File: config.mk
export PLATFORM = sky130hd
export DESIGN_NAME = aria_blk_out
export DESIGN_NICKNAME = d
export VERILOG_FILES = /design/src/rtl/aria_pkg.sv /design/src/rtl/aria_out_buf.sv /design/src/rtl/aria_blk_out.sv
export SDC_FILE = /design/constraint.sdc
export NUM_CORES = 1
export LEC_CHECK = 0
export ABC_CLOCK_PERIOD_IN_PS = 12600
export CAP_MARGIN = 20
export CORE_UTILIZATION = 51
export DETAILED_ROUTE_END_ITERATION = 16
export PLACE_DENSITY = 0.81
export SYNTH_ARGS = -nofsm -noshare
export SYNTH_HDL_FRONTEND = slang
export SYNTH_SLANG_ARGS = --single-unit
File: constraint.sdc
create_clock -name clk -period 12.6 [get_ports clk]
set_input_delay 2.52 -clock clk [delete_from_list [all_inputs] [get_ports clk]]
set_output_delay 2.52 -clock clk [all_outputs]
set_load 0.05 [all_outputs]
File: src/rtl/aria_pkg.sv
// Shared ARIA output-path constants and block-to-word helpers.
// ARIA_OUT_BSWAP_EN enables the per-word byte-swap helper used by aria_blk_out.
package aria_pkg;

    localparam int unsigned ARIA_BLK_W  = 128;
    localparam int unsigned ARIA_WORD_W = 32;
    localparam int unsigned ARIA_NWORD  = 4;

    // Word k of a block; msw_first selects whether word 0 is bits [127:96] or [31:0].
    function automatic logic [ARIA_WORD_W-1:0] aria_word_sel(
        input logic [ARIA_BLK_W-1:0] blk,
        input logic [1:0]            k,
        input logic                  msw_first
    );
        logic [1:0] idx;
        idx = msw_first ? (2'd3 - k) : k;
        return blk[int'(idx)*ARIA_WORD_W +: ARIA_WORD_W];
    endfunction

`ifdef ARIA_OUT_BSWAP_EN
    function automatic logic [ARIA_BLK_W-1:0] aria_bswap_blk(input logic [ARIA_BLK_W-1:0] blk);
        logic [ARIA_BLK_W-1:0] res;
        res = '0;
        for (int w = 0; w < int'(ARIA_NWORD); w++) begin
            for (int b = 0; b < 4; b++) begin
                res[w*32 + b*8 +: 8] = blk[w*32 + (3-b)*8 +: 8];
            end
        end
        return res;
    endfunction
`endif

endpackage

File: src/rtl/aria_out_buf.sv
// Two-entry block buffer: ping-pong storage with write/read pointers and occupancy count.
// Caller guarantees push only when not full and pop only when not empty.
module aria_out_buf
    import aria_pkg::*;
#(
    parameter int unsigned WIDTH = ARIA_BLK_W
) (
    input  logic             clk,
    input  logic             rst,
    input  logic             clr,
    input  logic             push,
    input  logic             pop,
    input  logic [WIDTH-1:0] din,
    output logic             full,
    output logic             empty,
    output logic [WIDTH-1:0] head
);

    logic [WIDTH-1:0] mem_q [2];
    logic             wr_ptr_q;
    logic             rd_ptr_q;
    logic [1:0]       count_q;
    logic [1:0]       count_d;

    always_comb begin
        count_d = count_q;
        case ({push, pop})
            2'b10:   count_d = count_q + 2'd1;
            2'b01:   count_d = count_q - 2'd1;
            default: count_d = count_q;
        endcase
    end

    always_ff @(posedge clk or posedge rst) begin
        if (rst) begin
            mem_q[0] <= '0;
            mem_q[1] <= '0;
            wr_ptr_q <= 1'b0;
            rd_ptr_q <= 1'b0;
            count_q  <= 2'd0;
        end else if (clr) begin
            // Contents are left as-is; only control state is flushed.
            wr_ptr_q <= 1'b0;
            rd_ptr_q <= 1'b0;
            count_q  <= 2'd0;
        end else begin
            if (push) begin
                mem_q[wr_ptr_q] <= din;
                wr_ptr_q        <= ~wr_ptr_q;
            end
            if (pop) begin
                rd_ptr_q <= ~rd_ptr_q;
            end
            count_q <= count_d;
        end
    end

    assign full  = (count_q == 2'd2);
    assign empty = (count_q == 2'd0);
    assign head  = mem_q[rd_ptr_q];

endmodule

File: src/rtl/aria_blk_out.sv
// ARIA output stage: whitening-key XOR, two-block buffer, 4x32-bit valid/ready word stream.
// Optional ARIA_OUT_BSWAP_EN adds a bswap input that byte-reverses each word at capture.
module aria_blk_out
    import aria_pkg::*;
#(
    parameter int unsigned MSW_FIRST = 1,
    parameter int unsigned BUF_DEPTH = 2
) (
`ifdef ARIA_OUT_BSWAP_EN
    input  logic                   bswap,
`endif
    input  logic                   clk,
    input  logic                   rst,
    input  logic                   clr,
    input  logic                   blk_vld,
    output logic                   blk_rdy,
    input  logic [ARIA_BLK_W-1:0]  blk_din,
    input  logic [ARIA_BLK_W-1:0]  rk_din,
    output logic                   dout_vld,
    input  logic                   dout_rdy,
    output logic [ARIA_WORD_W-1:0] dout,
    output logic                   dout_last,
    output logic                   busy
);

    if (BUF_DEPTH != 2) begin : g_depth_chk
        $error("aria_blk_out: only BUF_DEPTH = 2 is supported");
    end

    logic                  buf_full;
    logic                  buf_empty;
    logic [ARIA_BLK_W-1:0] buf_head;
    logic [ARIA_BLK_W-1:0] cap_blk;
    logic                  push;
    logic                  xfer;
    logic                  pop;
    logic [1:0]            wcnt_q;

    // Swapping at capture makes the flag effectively per-entry.
`ifdef ARIA_OUT_BSWAP_EN
    assign cap_blk = bswap ? aria_bswap_blk(blk_din ^ rk_din) : (blk_din ^ rk_din);
`else
    assign cap_blk = blk_din ^ rk_din;
`endif

    assign blk_rdy = ~buf_full;
    assign push    = blk_vld & blk_rdy;
    assign xfer    = dout_vld & dout_rdy;
    assign pop     = xfer & (wcnt_q == 2'd3);

    aria_out_buf #(
        .WIDTH (ARIA_BLK_W)
    ) u_buf (
        .clk   (clk),
        .rst   (rst),
        .clr   (clr),
        .push  (push),
        .pop   (pop),
        .din   (cap_blk),
        .full  (buf_full),
        .empty (buf_empty),
        .head  (buf_head)
    );

    always_ff @(posedge clk or posedge rst) begin
        if (rst) begin
            wcnt_q <= 2'd0;
        end else if (clr) begin
            wcnt_q <= 2'd0;
        end else if (xfer) begin
            wcnt_q <= wcnt_q + 2'd1;
        end
    end

    assign dout_vld  = ~buf_empty;
    assign busy      = dout_vld;
    assign dout_last = dout_vld & (wcnt_q == 2'd3);
    assign dout      = aria_word_sel(buf_head, wcnt_q, MSW_FIRST != 0);

endmodule

---- Yosys cells after proc, flatten, opt, wreduce, memory -nomap -nowiden ----
Cells that the tools add are included.
word-level totals
  flip-flop bits (word level) ............. 262
  input bits .............................. 261
  output and inout bits ................... 36
  word-level logic and storage cells ...... 51
operators by class
  add/subtract/negate cells ............... 4
  $lt $le $gt $ge ......................... 3
  eq/ne operators ......................... 4
  shift operators ......................... 1
  mux-type cells .......................... 14
  bitwise operators ....................... 12
  reduce and logical (&&, ||, !) cells .... 7
operators by type and width
  cell                                                                  number
  128-bit two-way mux                                                   4
  256-bit bitwise mux                                                   1
  128-bit demux with 1-bit select                                       1
  128-bit by 8-bit variable part select with 32-bit output              1
  128-bit XOR                                                           1
  2-bit == test, second input constant                                  3
  2-bit two-way mux                                                     3
  2-bit nonzero test                                                    3
  1-bit inverter                                                        5
  2-bit by 1-bit adder with 2-bit output, second input constant         2
  1-bit bitwise AND                                                     4
  2-bit >= comparator, second input constant                            2
  1-bit two-way mux                                                     4
  1-bit inverter with 2-bit output                                      2
  2-bit one-hot mux with 2 select lines                                 1
  3-bit nonzero test                                                    1
  2-bit by 1-bit == test with 1-bit output, second input constant       1
  2-bit logical NOT                                                     1
  2-bit by 1-bit < comparator with 1-bit output, second input constant  1
  2-bit AND reduction                                                   1
  2-bit by 1-bit subtractor with 2-bit output, second input constant    1
  2-bit subtractor, first input constant                                1
  1-bit logical AND                                                     1

---- Longest topological paths before layout ----
Gate-level depths: netlist (run 1).
  word-level depth ........................ 7
  mapped depth ............................ 6
  depth with buffers taken out ............ 4

---- Cells and area by module ----
From an unflattened synthesis (run 1), not the netlist that was laid out.
unflattened totals
  cells, all modules ...................... 886
  area, all modules ....................... 13,390.3 µm²
by module, submodules not included
  module        times used  cells each  area an instance (µm²)  seq. area each (µm²)
  aria_out_buf  1           703         11,314.6                6,506.2
  aria_blk_out  1           183         2,075.7                 50.0

---- Least setup slack after synthesis (run 1) ----
No wires, ideal clock.
  path kind ............................... register to output
  from .................................... reg wcnt_q[1]
  to ...................................... out dout[23]
  data arrival time ....................... 1.687 ns
  data required time ...................... 10.080 ns
  slack ................................... 8.393 ns
  cell stages (with the launch flop) ...... 6
  path buffers ............................ 3
  path through ............................ dfrtp_1 buf_4 buf_2 buf_2 mux4_2 mux2_2
on the way
  longest elaborated chain between the ends .. 2
RTL lines
  what                                                      RTL line            RTL
  start: declaration                                        aria_blk_out.sv:37  logic [1:0] wcnt_q;
  start signal: assignment                                  aria_blk_out.sv:71  wcnt_q <= wcnt_q + 2'd1;
  2-bit subtractor                                          aria_pkg.sv:16      idx = msw_first ? (2'd3 - k) : k;
  128-bit by 8-bit variable part select with 32-bit output  aria_pkg.sv:17      return blk[int'(idx)*ARIA_WORD_W +: ARIA_WORD_W];
  end: declaration                                          aria_blk_out.sv:21  output logic [ARIA_WORD_W-1:0] dout,
No other way between the ends.

---- Worst setup path after layout (run 1) ----
  from .................................... reg u_buf.rd_ptr_q
  to ...................................... out dout[10]
on the way
  longest elaborated chain between the ends .. 5
RTL lines
  what                                                      RTL line            RTL
  start: declaration                                        aria_out_buf.sv:21  logic rd_ptr_q;
  start signal: assignment                                  aria_out_buf.sv:52  rd_ptr_q <= ~rd_ptr_q;
  1-bit inverter with 2-bit output (implied by the code)    aria_out_buf.sv:60  assign head = mem_q[rd_ptr_q];
  128-bit two-way mux (implied by the code) (3 in series)   aria_out_buf.sv:60
  128-bit by 8-bit variable part select with 32-bit output  aria_pkg.sv:17
No other way between the ends. The select of a mux whose other input is x is not followed.

==> results.tsv, run 1 <==
stage	metric	value	unit
routing	drt first pass iters	4	
power	combinational share of power	27.3	%
clocking	CTS Hold Bufs	0	
timing	Slew HR	30.3	%
final_layout	Fillers	1835	
global_routing	initial antenna violation count	1	
setup_path	CP max stage cell	dfrtp_4	
routing	total vias in the final route	7754	
global_routing	vias in the first global route	8555	
setup_path	endpoint class of the critical path	output port	
clocking	Num CTS Buffers	28	
setup_path	crit path cell chain	buf_4 -> mux4_2 -> mux2_2 -> clkdlybuf4s50_1	
timing	Setup-failing EPs final	0	
global_routing	global route overflow	0	
setup_path	Worst path max stage delay	0.84	ns
timing	max-slew violations	0	
yosys	Synth area leaders	dfrtp_1 (51%), mux2_2 (25%), mux4_2 (11%), xor2_1 (8.7%), buf_6 (2.1%)	
setup_path	CP max FO	34	
setup_path	critical path class	reg2out	
routing	Routed Antenna Nets	0	
clocking	Clock H-tree levels	1	
clocking	root buffer cell	clkbuf_16	
final_layout	Multi-input gate area	0.00600	mm^2
final_layout	final instance area	0.0170	mm^2
yosys	area leader, netlist	dfrtp_1	
timing	worst hold slack	0.499	ns
clocking	Worst-path clk slew	0.06	ns
routing	# DRC	0	
final_layout	Area growth, synth to finish	31.1	%
clocking	CTS tree	built	
setup_path	Crit path max-delay family	buffers and inverters	
yosys	Ys Warns	0	
power	NetSw	0.780	mW
yosys	syn avg cell area	15.8	um^2
power	Power Density	166	mW/mm^2
setup_path	Buf/Inv on CP	2	
power	Leak	6.93	nW
final_layout	Post-Layout Cell Count	1462	
timing	Final Hold Fails	0	
routing	Initial DRC Count	272	
global_routing	first-pass GRT wire length	43800	um
setup_path	Crit. Startpoint	u_buf.rd_ptr_q	
setup_path	Critical R2R Launch	u_buf.count_q[1]	
clocking	clk buf depth	3	
place	number of port buffers	296	
setup_path	CP endpoint	dout[10]	
setup_path	instance count on the critical path	4	
floorplanning	Die Area	0.0261	mm^2
clocking	clk_lat worst skew	0.53	ns
timing	setup TNS	0	ns
timing	period utilization	48.9	%
power	maximum VDD drop	0.0919	mV
timing	fmax	0.162	GHz
global_routing	Total GRT Usage	21.1	%
power	register share of total power	43.9	%
setup_path	Worst EP required	10.08	ns
final_layout	layout cells sized above 1	36.6	%
routing	DRT Wirelength	26600	um
floorplanning	io pins	297	
floorplanning	Core ar.	0.0250	mm^2
floorplanning	die span in x	161	um
yosys	post-synthesis sequential area ratio	50.5	%
floorplanning	row count	58	
yosys	Synth Register Bits	262	
clocking	post-CTS resize count	0	
clocking	post-CTS setup buffers	0	
yosys	Mapped Nets	1084	
hold_path	Tightest Hold Check Type	reg2reg	
run	Max-Cap Viols	0	
yosys	Yosys cell types	24	
final_layout	ant diodes	0	
place	Cells after DPL	1410	
yosys	top cell type's share of synthesized area	50.5	%
place	DP Area	0.0160	mm^2
setup_path	R2R setup slack	10.06	ns
final_layout	Seq. cell area	0.00657	mm^2
floorplanning	die height	161	um
place	DPL Wire Length	18100	um
place	gpl congestion	0.718	
routing	wire per inst	18.2	um
setup_path	Reg2Reg Depth	6	
setup_path	RR Endpoint	u_buf.mem_q[55]	
timing	RSZ-0062 raised after global routing	no	
setup_path	Arr. time, crit path	3.64	ns
final_layout	post-layout net count	1373	
power	power share of the clock group	28.9	%
outcome	status	finished clean	
yosys	Post-Syn Area	0.0130	mm^2
yosys	Syn Inst Count	822	
power	P_int	2.05	mW
timing	Period minus WS final	6.16	ns
routing	vias per cell	5.30	
clocking	CTS sink count	262	
global_routing	largest net degree at the start of global routing	112	
floorplanning	Initial Utilization	51.8	%
setup_path	CP startpoint kind	flop	
power	Sw Share	27.6	%
timing	Worst Tran Pin Value	1.05	ns
timing	Clock Skew	0.0170	ns
[routing by layer]
metal,share of wire (%),wire (um),GRT usage (%)
met5,0.049,13,0
met4,1.9,501,4.80
met3,6.1,1610,3.72
met2,49,13100,36.0
met1,43,11300,28.3
[registers in the layout (all words and copies together) (netlist names)]
register and flops:
u_buf.mem_q 256, u_buf.wr_ptr_q 1, u_buf.count_q 2, u_buf.rd_ptr_q 1, wcnt_q 2
[synthesized netlist by cell type]
cell type,number
dfrtp_1,262
buf_2,11
nand3_1,1
nor4_2,1
nand2_1,3
nor2b_1,2
xor2_1,129
nor2b_4,1
o21ai_0,4
a21oi_1,2
nor2_1,3
mux4_2,64
inv_1,4
nand2b_1,1
mux2_2,288
ha_1,1
clkbuf_1,4
buf_6,24
a21o_1,1
a31oi_1,1
mux2i_1,2
nand4b_1,2
or3_1,2
buf_4,9
[power by group through the flow]
stage               Sequential (mW)  Combinational, mW  Clock [mW]
floorplan                      1.20              0.564           0
global placement               1.24              0.755           0
detailed placement             1.25              0.775           0
CTS                            1.24              0.780       0.836
global route                   1.27              0.828       0.871
finish                         1.24              0.770       0.816
[layout by cell type (no fill, tap or decap), types with 2 or more instances in the layout]
cell / netlist / routed
clkdlybuf4s50_1: 0 / 296
mux2_2: 288 / 288
dfrtp_1: 262 / 259
xor2_1: 129 / 129
mux4_2: 64 / 64
clkbuf_16: 0 / 29
buf_4: 9 / 10
clkbuf_8: 0 / 9
clkbuf_1: 4 / 6
o21ai_0: 4 / 4
clkinv_2: 0 / 4
inv_1: 4 / 3
nor2_1: 3 / 3
nand2_1: 3 / 3
nand4b_1: 2 / 2
nor2b_1: 2 / 2
or3_1: 2 / 2
a21oi_1: 2 / 2
mux2i_1: 2 / 2
dfrtp_4: 0 / 2
[layout make-up]
class | count | area share (%)
Sequential cell | 262 | 38.6
Multi-Input combinational cell | 508 | 35.3
Timing Repair Buffer | 307 | 18.0
Clock buffer | 44 | 5.13
Tap cell | 330 | 2.43
Clock inverter | 7 | 0.390
Inverter | 4 | 0.132
[worst min-delay path by stage]
stage / start / to / slack [ns] / cells after the start
floorplan: u_buf.mem_q[118] / u_buf.mem_q[118] / 0.47 / 1
global placement: u_buf.mem_q[60] / u_buf.mem_q[60] / 0.48 / 1
detailed placement: u_buf.mem_q[45] / u_buf.mem_q[45] / 0.49 / 1
CTS: u_buf.mem_q[45] / u_buf.mem_q[45] / 0.50 / 1
global route: u_buf.mem_q[8] / u_buf.mem_q[8] / 0.51 / 1
finish: u_buf.mem_q[67] / u_buf.mem_q[67] / 0.50 / 1
[metrics by stage]
step,setup WS (ns),util (%),power [mW]
floorplan,2.87,-,1.76
global placement,6.91,64.1,1.99
CTS,6.32,67.8,2.86
detailed placement,6.84,64.1,2.03
global route,6.20,67.9,2.97
finish,6.44,67.9,2.83
[logic make-up (layout without fill, tap and decap cells)]
| kind of cell | count (synthesis) | after routing | synth area share [%] |
|---|---|---|---|
| fa+ha+maj | 1 | 1 | 0.0964 |
| buf+inv | 52 | 362 | 3.26 |
| mux | 354 | 354 | 36.3 |
| xor+xnor | 129 | 129 | 8.71 |
| simple gates | 16 | 16 | 0.791 |
| flops | 262 | 262 | 50.5 |
| compound gates | 8 | 8 | 0.338 |
Note: power is estimated with default switching activity, not from simulation.
==> run 2, diff against run 1 <==
--- a/config.mk
+++ b/config.mk
@@ -5,7 +5,7 @@
 export SDC_FILE = /design/constraint.sdc
 export NUM_CORES = 1
 export LEC_CHECK = 0
-export ABC_CLOCK_PERIOD_IN_PS = 12600
+export ABC_CLOCK_PERIOD_IN_PS = 5700
 export CAP_MARGIN = 20
 export CORE_UTILIZATION = 51
 export DETAILED_ROUTE_END_ITERATION = 16
==> constraint.sdc (replaced) <==
create_clock -name clk -period 5.7 [get_ports clk]
set_input_delay 1.14 -clock clk [delete_from_list [all_inputs] [get_ports clk]]
set_output_delay 1.14 -clock clk [all_outputs]
set_load 0.05 [all_outputs]
==> run 2 against run 1 <==
Effect of this change:
- register-to-register slack worse by 6.5 ns
- largest cell class unchanged
- core utilization down 0.29 points
- final cell count down 0.21%
- sequential power up 120%
- clock skew down 0.0090 ns
==> results.tsv, run 2 (same netlist as run 1, synthesis figures left out) <==
stage	metric	value	unit	change
clocking	post-CTS resize count	0		unchanged
setup_path	Worst EP required	4.56	ns	-5.52 ns
outcome	status	finished clean		
final_layout	layout cells sized above 1	36.0	%	-0.52 points
place	DPL Wire Length	17500	um	-3.3%
clocking	Clock H-tree levels	1		unchanged
clocking	clk buf depth	3		unchanged
setup_path	Arr. time, crit path	3.58	ns	-0.06 ns
hold_path	hold-critical path depth	1		unchanged
final_layout	ant diodes	0		unchanged
global_routing	largest net degree at the start of global routing	141		+26%
floorplanning	die span in x	161	um	unchanged
setup_path	endpoint class of the critical path	output port		
power	overall power	6.15	mW	+120%
timing	Period minus WS final	4.72	ns	
setup_path	CP max FO	51		+50%
hold_path	hold endpoint	u_buf.mem_q[25]		
final_layout	max reg flops	256		unchanged
power	maximum VDD drop	0.185	mV	+100%
power	Power Density	363	mW/mm^2	+120%
timing	Setup-failing EPs final	0		unchanged
global_routing	first-pass GRT wire length	42900	um	-2.0%
floorplanning	Initial Utilization	51.8	%	unchanged
floorplanning	die height	161	um	unchanged
routing	Routed Antenna Nets	0		unchanged
routing	total vias in the final route	7737		-0.22%
timing	Final Hold Fails	0		unchanged
timing	setup TNS	0	ns	unchanged
hold_path	Tightest Hold Check Type	reg2reg		
floorplanning	row count	58		unchanged
setup_path	Critical R2R Launch	u_buf.count_q[0]		
setup_path	R2R setup slack	3.54	ns	-6.52 ns
final_layout	Fillers	1841		+0.33%
final_layout	most common cell after layout, fill and taps aside	clkdlybuf4s50_1		
clocking	root buffer cell	clkbuf_16		
clocking	CTS sink count	262		unchanged
setup_path	Reg2Reg Depth	5		-1
clocking	Worst-path clk slew	0.06	ns	about the same
routing	drt first pass iters	4		unchanged
final_layout	top flop regs	u_buf.mem_q x256, u_buf.count_q x2, wcnt_q x2		
power	Leak	6.88	nW	-0.82%
run	Max-Cap Viols	0		unchanged
routing	# DRC	0		unchanged
timing	Clock Skew	0.00797	ns	-0.00899 ns
setup_path	critical path class	reg2out		
routing	Initial DRC Count	334		+23%
timing	RSZ-0062 raised after global routing	no		
final_layout	commonest cells after routing, fill and taps aside	clkdlybuf4s50_1 (296), mux2_2 (288), dfrtp_1 (259)		
clocking	clk_lat worst skew	0.52	ns	about the same
routing	wire per inst	17.8	um	-2.2%
floorplanning	io pins	297		unchanged
global_routing	Total GRT Usage	20.6	%	-0.49 points
routing	DRT Wirelength	25900	um	-2.4%
setup_path	Worst path max stage delay	1.05	ns	+0.21 ns
timing	Slew HR	28.2	%	-2.1 points
final_layout	Top reg by flops	u_buf.mem_q		
setup_path	CP max stage cell	dfrtp_4		
final_layout	Area growth, synth to finish	30.5	%	
place	gpl congestion	0.716		-0.29%
clocking	post-CTS setup buffers	0		unchanged
global_routing	global route overflow	0		unchanged
timing	max-slew violations	0		unchanged
global_routing	vias in the first global route	8352		-2.4%
clocking	CTS Hold Bufs	0		unchanged
routing	vias per cell	5.30		about the same
clocking	CTS tree	built		
setup_path	crit path cell chain	buf_4 -> mux4_2 -> mux2_2 -> clkdlybuf4s50_1		
final_layout	post-layout net count	1370		-0.22%
place	number of port buffers	296		unchanged
timing	Worst Tran Pin Value	1.08	ns	+0.0315 ns
floorplanning	Die Area	0.0261	mm^2	unchanged
clocking	Num CTS Buffers	28		unchanged
floorplanning	Core ar.	0.0250	mm^2	unchanged
hold_path	hold_sp	u_buf.mem_q[25]		
timing	period utilization	82.7	%	
global_routing	initial antenna violation count	0		-1
timing	fmax	0.212	GHz	
setup_path	CP startpoint kind	flop		
setup_path	RR Endpoint	u_buf.mem_q[59]		
==> run 2: cell types whose count changed in the layout (fill, tap and decap cells not counted), sizes merged <==
cell,before,now
buf,11,8
inv,4,3
clkinv,5,6
clkbuf,44,41
clkinvlp,1,4
==> run 2: area by class of cell <==
class                   instances  area, um^2  area share, %
inverters                       4        18.8          0.111
repair buffers                304        3060           18.1
clock inverters                10        82.6          0.488
multi-input cells             508        6000           35.4
flip-flops and latches        262        6570           38.8
well taps                     330         413           2.44
clock buffers                  41         791           4.67
==> run 2: how the worst max path moves through the flow <==
stage	from	to	slack, ns	depth (start not counted)
finish	u_buf.rd_ptr_q	dout[19]	0.98	4
global route	u_buf.rd_ptr_q	dout[21]	0.74	4
CTS	u_buf.rd_ptr_q	dout[19]	0.86	4
detailed placement	u_buf.rd_ptr_q	dout[19]	1.43	4
global placement	u_buf.rd_ptr_q	dout[18]	1.48	4
floorplan	rst	u_buf.count_q[0]	1.10	1
==> run 2: where the power goes <==
group	switching, mW	total (mW)	internal [mW]
clock network	0.703	1.71	1.00
logic	0.700	1.70	0.996
registers	0.305	2.74	2.44
==> run 2: layer usage <==
| metal | global-route usage (%) | routed length (um) | vias to the layer above |
|---|---|---|---|
| met3 | 4.49 | 1730 | 29 |
| met2 | 34.4 | 12800 | 218 |
| met5 | 0 | 0 | - |
| met4 | 4.25 | 337 | 0 |
| li1 | - | - | 3557 |
| met1 | 28.0 | 11000 | 3933 |
==> run 2: worst max-delay path, delay by kind of cell, from the launching register on <==
kind,cells,cell delay [ns]
buf+inv,2,1.17
mux,2,0.83
flops,1,1.05
==> run 2: through the flow <==
step           instances  hold WS (ns)  setup slack (ns)  area (um^2)  util, %
2_1_floorplan        822         0.474              1.10        13000        -
3_3_place_gp        1408         0.482              1.48        16100     64.1
3_5_place_dp        1408         0.488              1.43        16100     64.1
4_1_cts             1459         0.501             0.861        16900     67.6
5_1_grt             1459         0.515             0.737        16900     67.6
6_report            1459         0.499             0.984        16900     67.6
